[src/rtl/board_pkg.sv]
// Shared constants and types for the board state controller.
// Cell geometry, FSM states and grant encoding live here.
package board_pkg;

    localparam int CELLS  = 64;
    localparam int CELL_W = 4;
    localparam int BUF_W  = CELLS * CELL_W;
    localparam int IDX_W  = 6;

    typedef enum logic {
        IDLE = 1'b0,
        SWAP = 1'b1
    } state_t;

    localparam logic [CELL_W-1:0] EMPTY = 4'h0;

    localparam logic GNT_A = 1'b0;
    localparam logic GNT_B = 1'b1;

    function automatic logic [7:0] cell_lsb(input logic [IDX_W-1:0] idx);
        return {idx, 2'b00};
    endfunction

endpackage

[src/rtl/rr_arbiter2.sv]
// Two-way round-robin arbiter; on a tie the requester that was
// not granted last wins. Output is one-hot or zero.
module rr_arbiter2
    import board_pkg::*;
(
    input  logic [1:0] req,
    input  logic       last,
    output logic [1:0] gnt
);

    always_comb begin
        gnt = 2'b00;
        unique case (req)
            2'b01:   gnt = 2'b01;
            2'b10:   gnt = 2'b10;
            2'b11:   gnt = (last == GNT_B) ? 2'b01 : 2'b10;
            default: gnt = 2'b00;
        endcase
    end

endmodule

[src/rtl/board_update_ctrl.sv]
// Double-buffered board state: requesters write a shadow copy which
// is copied to the renderer-facing front buffer only on vblank.
module board_update_ctrl
    import board_pkg::*;
(
    input  logic             clk,
    input  logic             reset_n,
    input  logic             vblank,
    input  logic             a_valid,
    output logic             a_ready,
    input  logic [IDX_W-1:0] a_idx,
    input  logic [CELL_W-1:0] a_code,
    input  logic             a_clr,
    input  logic             b_valid,
    output logic             b_ready,
    input  logic [IDX_W-1:0] b_idx,
    input  logic [CELL_W-1:0] b_code,
    input  logic             b_clr,
    output logic [BUF_W-1:0] board_buf,
    output logic             dirty,
    output logic             swap_pulse
);

    state_t             r_state;
    state_t             w_next;
    logic               r_vblank_q;
    logic               r_swap_pend;
    logic               r_last;
    logic               r_dirty;
    logic               r_pulse;
    logic [BUF_W-1:0]   r_shadow;
    logic [BUF_W-1:0]   r_front;

    logic               w_rise;
    logic               w_pend_go;
    logic               w_grant_en;
    logic [1:0]         w_gnt;
    logic               w_any;
    logic               w_sel_b;
    logic [IDX_W-1:0]   w_idx;
    logic [CELL_W-1:0]  w_code;
    logic               w_clr;

    assign w_rise    = vblank & ~r_vblank_q;
    // A pending swap is only honoured while vblank is still high.
    assign w_pend_go = r_swap_pend & vblank;

    always_ff @(posedge clk or negedge reset_n) begin
        if (!reset_n) begin
            r_state <= IDLE;
        end else begin
            r_state <= w_next;
        end
    end

    always_comb begin
        w_next     = r_state;
        w_grant_en = 1'b0;
        unique case (r_state)
            IDLE: begin
                if (w_pend_go) begin
                    w_next = SWAP;
                end else begin
                    w_grant_en = reset_n;
                end
            end
            SWAP: begin
                w_next = IDLE;
            end
            default: begin
                w_next = IDLE;
            end
        endcase
    end

    rr_arbiter2 u_arb (
        .req  ({b_valid, a_valid} & {2{w_grant_en}}),
        .last (r_last),
        .gnt  (w_gnt)
    );

    assign a_ready = w_gnt[0];
    assign b_ready = w_gnt[1];
    assign w_any   = |w_gnt;
    assign w_sel_b = w_gnt[1];
    assign w_idx   = w_sel_b ? b_idx  : a_idx;
    assign w_code  = w_sel_b ? b_code : a_code;
    assign w_clr   = w_sel_b ? b_clr  : a_clr;

    always_ff @(posedge clk or negedge reset_n) begin
        if (!reset_n) begin
            r_shadow <= '0;
        end else if (w_any) begin
            if (w_clr) begin
                r_shadow <= {CELLS{EMPTY}};
            end else begin
                r_shadow[cell_lsb(w_idx) +: CELL_W] <= w_code;
            end
        end
    end

    always_ff @(posedge clk or negedge reset_n) begin
        if (!reset_n) begin
            r_front     <= '0;
            r_dirty     <= 1'b0;
            r_pulse     <= 1'b0;
            r_vblank_q  <= 1'b0;
            r_swap_pend <= 1'b0;
            r_last      <= GNT_B;
        end else begin
            r_vblank_q <= vblank;
            r_pulse    <= (r_state == SWAP);
            if (r_state == SWAP) begin
                r_front     <= r_shadow;
                r_dirty     <= 1'b0;
                r_swap_pend <= 1'b0;
            end else begin
                if (w_any) begin
                    r_dirty <= 1'b1;
                    r_last  <= w_sel_b;
                end
                // A grant on the rise edge still makes this frame's swap.
                if (w_rise && (r_dirty || w_any)) begin
                    r_swap_pend <= 1'b1;
                end else if (!vblank) begin
                    r_swap_pend <= 1'b0;
                end
            end
        end
    end

    assign board_buf  = r_front;
    assign dirty      = r_dirty;
    assign swap_pulse = r_pulse;

endmodule
[config.mk]
export PLATFORM = sky130hd
export DESIGN_NAME = board_update_ctrl
export DESIGN_NICKNAME = d
export VERILOG_FILES = /design/src/rtl/board_pkg.sv /design/src/rtl/rr_arbiter2.sv /design/src/rtl/board_update_ctrl.sv
export SDC_FILE = /design/constraint.sdc
export NUM_CORES = 1
export LEC_CHECK = 0
export ABC_AREA = 1
export CAP_MARGIN = 10
export CORE_MARGIN = 1.5
export CORE_UTILIZATION = 40
export CTS_CLUSTER_SIZE = 12
export DETAILED_ROUTE_END_ITERATION = 8
export GPL_TIMING_DRIVEN = 1
export PLACE_DENSITY = 0.69
export SYNTH_ARGS = -nofsm -noshare
export SYNTH_HDL_FRONTEND = slang
export SYNTH_SLANG_ARGS = --single-unit
export TNS_END_PERCENT = 20
[constraint.sdc]
create_clock -name clk -period 3.22 [get_ports clk]
set_input_delay 0.966 -clock clk [delete_from_list [all_inputs] [get_ports clk]]
set_output_delay 0.966 -clock clk [all_outputs]
set_load 0.1 [all_outputs]
; After elaboration in Yosys (flattened, before gate mapping)
; Cells that the tools add are included.
; W data, S select, Z words.
[totals]
elab_cells = 41
out_inout_bits = 260
ff_bits = 518
[classes]
n_addsub = 1
bitwise = 5
mux = 16
n_reduce_logical = 5
n_shift = 2
eq_ne = 4
[op_table]
columns = op, count
row1 = $bwmux W256, 1
row2 = $mux W256, 1
row3 = $shift A4 B10 Y256 const A, 1
row4 = $shiftx A4 B10 Y256, 1
row5 = $neg A8 Y10, 1
row6 = $mux W1, 9
row7 = $mux W6, 1
row8 = $pmux W2 S3, 1
row9 = $eq A2 B2 Y1 const B, 2
row10 = $mux W4, 1
row11 = $ne A3 B1 Y1 const B, 1
row12 = $and A1 B1 Y1, 2
row13 = $and A2 B2 Y2, 1
row14 = $eq A2 B1 Y1 const B, 1
row15 = $mux W2, 1
row16 = $not A1 Y1, 2
row17 = $pmux W1 S2, 1
row18 = $reduce_and A2 Y1, 1
row19 = $reduce_bool A2 Y1, 1
row20 = $reduce_or A2 Y1, 1
row21 = $logic_and A1 B1 Y1, 1
row22 = $logic_or A1 B1 Y1, 1

; Logic depth before layout (Yosys ltp)
; Gate-level depths: netlist (run 1).
[logic_depth]
word_depth = 11
depth_mapped = 20
mapped_depth_nobuf = 19

; By module
; Synthesis (run 1) repeated with hierarchy kept, for this count alone.
[unflattened]
cells_unflattened = 2523
hier_area_um2 = 21001.4
[by_module_without_submodules]
columns = module, area_per_inst_um2, seq_area_each_um2, cells_each, instances
row1 = board_update_ctrl, 20980.1, 12963.7, 2518, 1
row2 = rr_arbiter2, 21.3, 0.0, 5, 1

; Worst setup path after synthesis (run 1)
; No wires, ideal clock.
[synth_timing]
kind = input port to output port
startpoint = input vblank
endpoint = output a_ready
t_required_ns = 2.254
slack_ns = -0.600
arrival_ns = 2.854
path_buffers = 0
stages = 5
path_cell_list = nand2_1 > inv_1 > nor2_8 > nand2_1 > a31oi_1
[synth_between]
elab_chain_cells = 6
[synth_lines]
columns = element, line_no
row1 = from (decl), board_update_ctrl.sv:8  ; input logic vblank,
row2 = $and A1 B1 Y1 *, board_update_ctrl.sv:46  ; assign w_pend_go = r_swap_pend & vblank;
row3 = $mux W1 *, board_update_ctrl.sv:61  ; if (w_pend_go) begin
row4 = $mux W1 *, board_update_ctrl.sv:59  ; unique case (r_state)
row5 = $and A2 B2 Y2 *, board_update_ctrl.sv:77  ; .req ({b_valid, a_valid} & {2{w_grant_en}}),
row6 = $eq A2 B2 Y1 or $eq A2 B1 Y1 (tied branches), rr_arbiter2.sv:13  ; unique case (req)
row7 = $pmux W2 S3 *, rr_arbiter2.sv:13
row8 = to (decl), board_update_ctrl.sv:10  ; output logic a_ready,
; Every way passes the cells marked *; elsewhere a longest branch is shown, timed or not.

; Final worst setup path (run 1)
; Same ends and word-level chain as after synthesis.

==> results by group, run 1 <==
Timing
  • Relative slew margins: 0.224
  • RSZ-0062 raised after global routing: no
  • Final period util: 0.965
  • FMAX: 0.322 GHz
  • Final Skew: 16.2 ps
  • Setup TNS: 0 ps
  • Tmin final: 3110 ps
  • Fin. Hold Viols: 0
  • Final Slew Violations: 0
  • Slew @ Worst Pin: 1160 ps
  • Setup violators final: 0

Cells and area
  • Commonest non-fill, non-tap cell in the layout: nand2_1
  • Area Overhead vs Synth: 29.0%
  • Share of cells above drive strength 1: 0.197
  • Util after Layout: 0.525
  • Fill count: 4833
  • Nets: 2989
  • Commonest cells after routing, fill and taps aside: nand2_1, dfrtp_1, buf_4, nor2_1, clkbuf_16

Clock network
  • H-tree depth: 2
  • CTS tree: yes
  • TritonCTS Buffers: 54
  • Clock Root Buffer: clkbuf_16
  • Clock buffer depth: 3
  • Clk pin slew, worst setup/hold paths: 60 ps
  • Hold-fix buffers, CTS: 0
  • CTS sink count: 518
  • Worst-skew pair later-pin latency: 600 ps

Routing
  • Routed vias/inst: 4.89
  • Via count: 18004
  • TritonRoute pass-1 iters: 6
  • Final ANT Viol Nets: 0
  • Starting DRT DRC Count: 1504
  • Routed length per instance: 17.8 microns
  • Routed WL: 65600 microns
  • DRC errors left: 0

Worst setup path
  • CP max FO: 5
  • CP Data Required Time: 2250 ps
  • CP endpoint kind: primary output
  • Critical Path AT: 2140 ps
  • Slowest CP cell: dlygate4sd2_1
  • WP buf/inv: 4
  • Crit Path Category: in -> out
  • Worst path max stage delay: 280 ps
  • Crit path launch type: input port
  • Family with the most delay on the worst path: buffers and inverters
  • Worst-path cell chain: dlygate4sd2_1, nand2_2, inv_2, nor2_8, buf_4, nand2_1, a31oi_4, buf_12

GRT
  • GRT Overall Usage: 0.246
  • Largest net degree at the start of global routing: 183
  • Initial antenna violation count: 1
  • Gr ovfl total: 0
  • Vias in the first global route: 17981
  • First-pass GRT wire length: 102000 microns

Synthesis
  • Cell taking the most area after synthesis: dfrtp_1
  • Synthesized instance count: 2544
  • Post-synth net total: 2572
  • Sequential share of the synthesized area: 0.618
  • Synth Register Bits: 518
  • Yosys cell types: 34
  • Mean Syn Cell Area: 8.25 sq um
  • Synthesized area: 21000 sq um
  • Synth top area share: 0.616
  • Dominant cells by area after synthesis: dfrtp_1, nand2_1, clkbuf_1, nor2_1, o21ai_0
  • Yosys warns: 0

Worst hold path
  • HP Class: in -> async

Floorplanning
  • Die Wd: 232 microns
  • Total I/O pin count: 287
  • Core ar.: 51600 sq um
  • Starting Density: 0.407
  • Die Ht: 232 microns
  • Die footprint: 53900 sq um
  • Rows: 83

Pwr
  • Peak supply drop: 0.462 mV
  • PnR Total Power: 15.9 mW
  • PwrDens: 586 nW/um^2
  • Leakage power: 15.4 nW

Run
  • Max-Cap Viols: 0

Outcome
  • Outcome: completed

Placed design
  • Port bufs: 286
  • Gpl congestion: 0.940
  • HPWL Detailed: 46400 microns
per-layer routing:
layer / track usage / share of wire / wire length [microns]
met5: 0 / 0.00026 / 17
met3: 0.0444 / 0.069 / 4530
met1: 0.345 / 0.45 / 29300
met4: 0.0698 / 0.021 / 1400
met2: 0.391 / 0.46 / 30300
cell families after synthesis:
logic type / synth area share
buffers and inverters: 0.0309
adders and majority gates: 0.000596
AOI/OAI and AO/OA: 0.0213
xor gates and xnor gates: 0.00173
and+or+nand+nor: 0.328
DFF: 0.618
final timing paths:
kind,startpoint,endpoint,slack (ps),cells after the start
worst max-delay path,vblank,a_ready,110,8
worst min-delay path,reset_n,board_buf[193]$_DFFE_PN0P_,420,2
worst max register to register,r_state$_DFF_PN0_,r_shadow[64]$_DFFE_PN0P_,320,16
worst min register to register,board_buf[115]$_DFFE_PN0P_,board_buf[115]$_DFFE_PN0P_,470,2
max in group asynchronous,reset_n,r_state$_DFF_PN0_,910,4
min in group clk,board_buf[115]$_DFFE_PN0P_,board_buf[115]$_DFFE_PN0P_,470,2
flip-flops by register name, summed over array words and instances (netlist names):
name / flops
board_buf: 256
r_shadow: 256
dirty: 1
r_last: 1
r_state: 1
r_swap_pend: 1
r_vblank_q: 1
swap_pulse: 1
what timing repair did:
item                       in CTS  in global routing
pin swaps                       4                  3
buffers inserted                2                  1
setup endpoints to repair      82                157
gates resized for setup        27                 13
final cells by class:
type / instances / area [sq um] / share of cell area
sequential: 518 / 13000 / 0.479
antenna: 1 / 2.50 / 0.0000924
multi-input combinational: 1861 / 7550 / 0.279
clock inverter: 7 / 113 / 0.00416
inverter: 63 / 244 / 0.00901
timing repair buffer: 463 / 3680 / 0.136
clock buffer: 88 / 1670 / 0.0618
tap: 680 / 851 / 0.0314
cell usage after synthesis (all sizes together):
library cell / number
xor2: 2
a31oi: 1
nand3b: 4
nor2: 91
or2: 1
a21boi: 1
buf: 18
ha: 1
inv: 63
clkbuf: 84
dfstp: 1
dfrtp: 517
o21ai: 67
nor4: 1
nand2: 1624
o31ai: 8
a31o: 1
nor3: 15
nand4: 7
a21oi: 3
nand3: 34
where the power goes:
| part | total [mW] | leakage, nW | internal, mW | switching, mW |
|---|---|---|---|---|
| Sequential | 6.80 | 7.21 | 6.68 | 0.113 |
| Clock | 6.25 | 0.871 | 3.75 | 2.50 |
| Combinational | 2.81 | 7.31 | 0.661 | 2.14 |
| Total | 15.9 | 15.4 | 11.1 | 4.76 |
stage by stage:
stage                     cells  setup WS (ps)  instance area, sq um  hold WS (ps)
after global routing       3680           20.1                 27100           406
after global placement     3582           -837                 25100           456
after CTS                  3679           40.8                 27000           387
after floorplan            2544            129                 21000           425
final                      3681            113                 27100           416
after detailed placement   3582           -815                 25100           459
Note: power is estimated with default switching activity, not from simulation.
==> run 2, diff against run 1 <==
--- a/config.mk
+++ b/config.mk
@@ -12,7 +12,7 @@
 export CTS_CLUSTER_SIZE = 12
 export DETAILED_ROUTE_END_ITERATION = 8
 export GPL_TIMING_DRIVEN = 1
-export PLACE_DENSITY = 0.69
+export PLACE_DENSITY = 0.58
 export SYNTH_ARGS = -nofsm -noshare
 export SYNTH_HDL_FRONTEND = slang
 export SYNTH_SLANG_ARGS = --single-unit
==> run 2 against run 1 <==
  * Routed wire length grew 1.7%
  * Core utilization up 0.49 points
  * Critical path depth stayed put
  * Sequential share of layout area decreased by 0.44 points
  * Combinational power grew 3%
  * Design area increased by 0.93%
  * Cell count rose by 0.22%
  * Sequential cell count unchanged
  * Clock skew decreased by 6.5 ps
==> results by group, run 2 (synthesized netlist as in run 1, its figures left out) <==
Clock network
  • TritonCTS Buffers: 54 (unchanged)
  • Clk pin slew, worst setup/hold paths: 60 ps (about the same)
  • Hold-fix buffers, CTS: 0 (unchanged)
  • Worst-skew pair later-pin latency: 600 ps (about the same)
  • H-tree depth: 2 (unchanged)
  • Clock Root Buffer: clkbuf_16
  • Clock buffer depth: 3 (unchanged)
  • CTS tree: yes
  • CTS sink count: 518 (unchanged)

Placed design
  • HPWL Detailed: 46100 microns (-0.54%)
  • Gpl congestion: 0.948 (+0.86%)
  • Place WS: -849 ps (-33.8 ps)
  • Port bufs: 286 (unchanged)

GRT
  • First-pass GRT wire length: 104000 microns (+1.7%)
  • Gr ovfl total: 0 (unchanged)
  • Largest net degree at the start of global routing: 245 (+34%)
  • GRT Overall Usage: 0.252 (+0.00560)
  • Initial antenna violation count: 0 (-1)
  • Vias in the first global route: 17799 (-1.0%)

Timing
  • Final period util: 0.971 (+0.00625)
  • FMAX: 0.320 GHz (-0.64%)
  • Setup violators final: 0 (unchanged)
  • Final Slew Violations: 0 (unchanged)
  • Worst Slack Setup Final: 93.4 ps (-20.1 ps)
  • RSZ-0062 raised after global routing: no
  • Fin. Hold Viols: 0 (unchanged)
  • Slew @ Worst Pin: 1170 ps (+1.77 ps)
  • Relative slew margins: 0.222 (-0.00118)
  • Final Skew: 9.69 ps (-6.51 ps)
  • Tmin final: 3130 ps (+20.1 ps)

Worst setup path
  • Critical Path AT: 2160 ps (+20 ps)
  • CP max FO: 7 (+2)
  • CP endpoint kind: primary output
  • Reg2reg start: r_state$_DFF_PN0_
  • RR Endpoint: r_shadow[167]$_DFFE_PN0P_
  • Crit path launch type: input port
  • Cell count of the worst reg-to-reg path: 16 (unchanged)
  • Critical path startpoint: vblank
  • CP Data Required Time: 2250 ps (about the same)
  • Reg2Reg Setup Slack: 340 ps (+20 ps)
  • Crit Path Category: in -> out

Pwr
  • PnR Total Power: 15.9 mW (+0.21%)
  • Peak supply drop: 0.436 mV (-5.6%)
  • Leakage power: 15.5 nW (+0.45%)
  • PwrDens: 581 nW/um^2 (-0.72%)

Cells and area
  • ANT cells: 0 (-1)
  • Nets: 2997 (+0.27%)
  • Commonest cells after routing, fill and taps aside: nand2_1, dfrtp_1, buf_4, clkbuf_16
  • Share of cells above drive strength 1: 0.213 (+0.0157)
  • FF/Latch Area: 13000 sq um (unchanged)
  • Multi-input combinational cell area: 7730 sq um (+2.5%)
  • Commonest non-fill, non-tap cell in the layout: nand2_1
  • Area Overhead vs Synth: 30.2%
  • Fill count: 4845 (+0.25%)

Floorplanning
  • Core ar.: 51600 sq um (unchanged)
  • Die Ht: 232 microns (unchanged)
  • Rows: 83 (unchanged)
  • Die footprint: 53900 sq um (unchanged)
  • Starting Density: 0.407 (unchanged)
  • Die Wd: 232 microns (unchanged)
  • Total I/O pin count: 287 (unchanged)

Routing
  • Routed vias/inst: 4.87 (-0.47%)
  • M1 WL: 31000 microns (+5.7%)
  • Starting DRT DRC Count: 1472 (-2.1%)
  • Routed WL: 66700 microns (+1.7%)
  • Top sig layer: met4
  • DRC errors left: 0 (unchanged)
  • Routed length per instance: 18.1 microns (+1.4%)
  • Routed wl met2: 29100 microns (-4.0%)
  • TritonRoute pass-1 iters: 6 (unchanged)
  • Final ANT Viol Nets: 0 (unchanged)
  • Met3 wire length: 4340 microns (-4.0%)
  • Via count: 17959 (-0.25%)

Run
  • Max-Cap Viols: 0 (unchanged)

Outcome
  • Outcome: completed

Worst hold path
  • HP Class: in -> async
run 2: cell count changes in the layout (fill, tap and decap cells not counted), moves of 5 or more:
cell      delta
clkinv_2     +5
nand2_1     -17
nor2_2       +6
nor2_1      -13
nand2_2     +15
nand3_1      -5
nor2_4       +7
buf_6        +5
run 2: worst max-delay path by stage:
stage / endpoint / slack (ps) / cells after the start
floorplan: r_shadow[134]$_DFFE_PN0P_ / 130 / 17
global placement: r_shadow[248]$_DFFE_PN0P_ / -820 / 17
detailed placement: r_shadow[239]$_DFFE_PN0P_ / -850 / 17
CTS: r_shadow[218]$_DFFE_PN0P_ / 7 / 18
global route: a_ready / 40 / 8
finish: a_ready / 90 / 8
run 2: final cells by class:
cell class | count | area share
Clock inverter | 10 | 0.00366
Timing Repair Buffer | 471 | 0.139
Multi-Input combinational cell | 1861 | 0.283
Tap cell | 680 | 0.0311
Sequential cell | 518 | 0.474
Inverter | 63 | 0.00902
Clock buffer | 86 | 0.0602
run 2: report_power, final:
| group | internal (mW) | switching [mW] |
|---|---|---|
| clock network | 3.63 | 2.55 |
| registers | 6.68 | 0.121 |
| logic | 0.699 | 2.20 |
run 2: per-layer routing:
metal | up-vias | GRT usage
li1 | 8615 | -
met1 | 8706 | 0.358
met2 | 526 | 0.376
met3 | 112 | 0.0577
met4 | 0 | 0.0899
met5 | - | 0
run 2: repair_timing:
action | CTS | global route
setup buffers | 2 | 2
gates cloned | 0 | 0
endpoints found under the setup margin | 91 | 251
gates resized for setup | 28 | 71
pin swaps | 1 | 11
run 2: critical path, stage by stage:
cell	delay, ps
dlygate4sd2_1	270
nand2_2	90
inv_2	60
nor2_8	130
buf_4	160
nand2_2	80
a31oi_4	200
buf_12	200
run 2: through the flow:
step | utilization | instances | hold WS, ps | instance area (sq um) | setup TNS, ps
floorplan | - | 2544 | 425 | 21000 | 0
global placement | 0.489 | 3589 | 455 | 25200 | -138040
detailed placement | 0.489 | 3589 | 459 | 25200 | -152870
CTS | 0.525 | 3687 | 342 | 27100 | 0
global route | 0.530 | 3689 | 375 | 27300 | 0
finish | 0.530 | 3689 | 371 | 27300 | 0
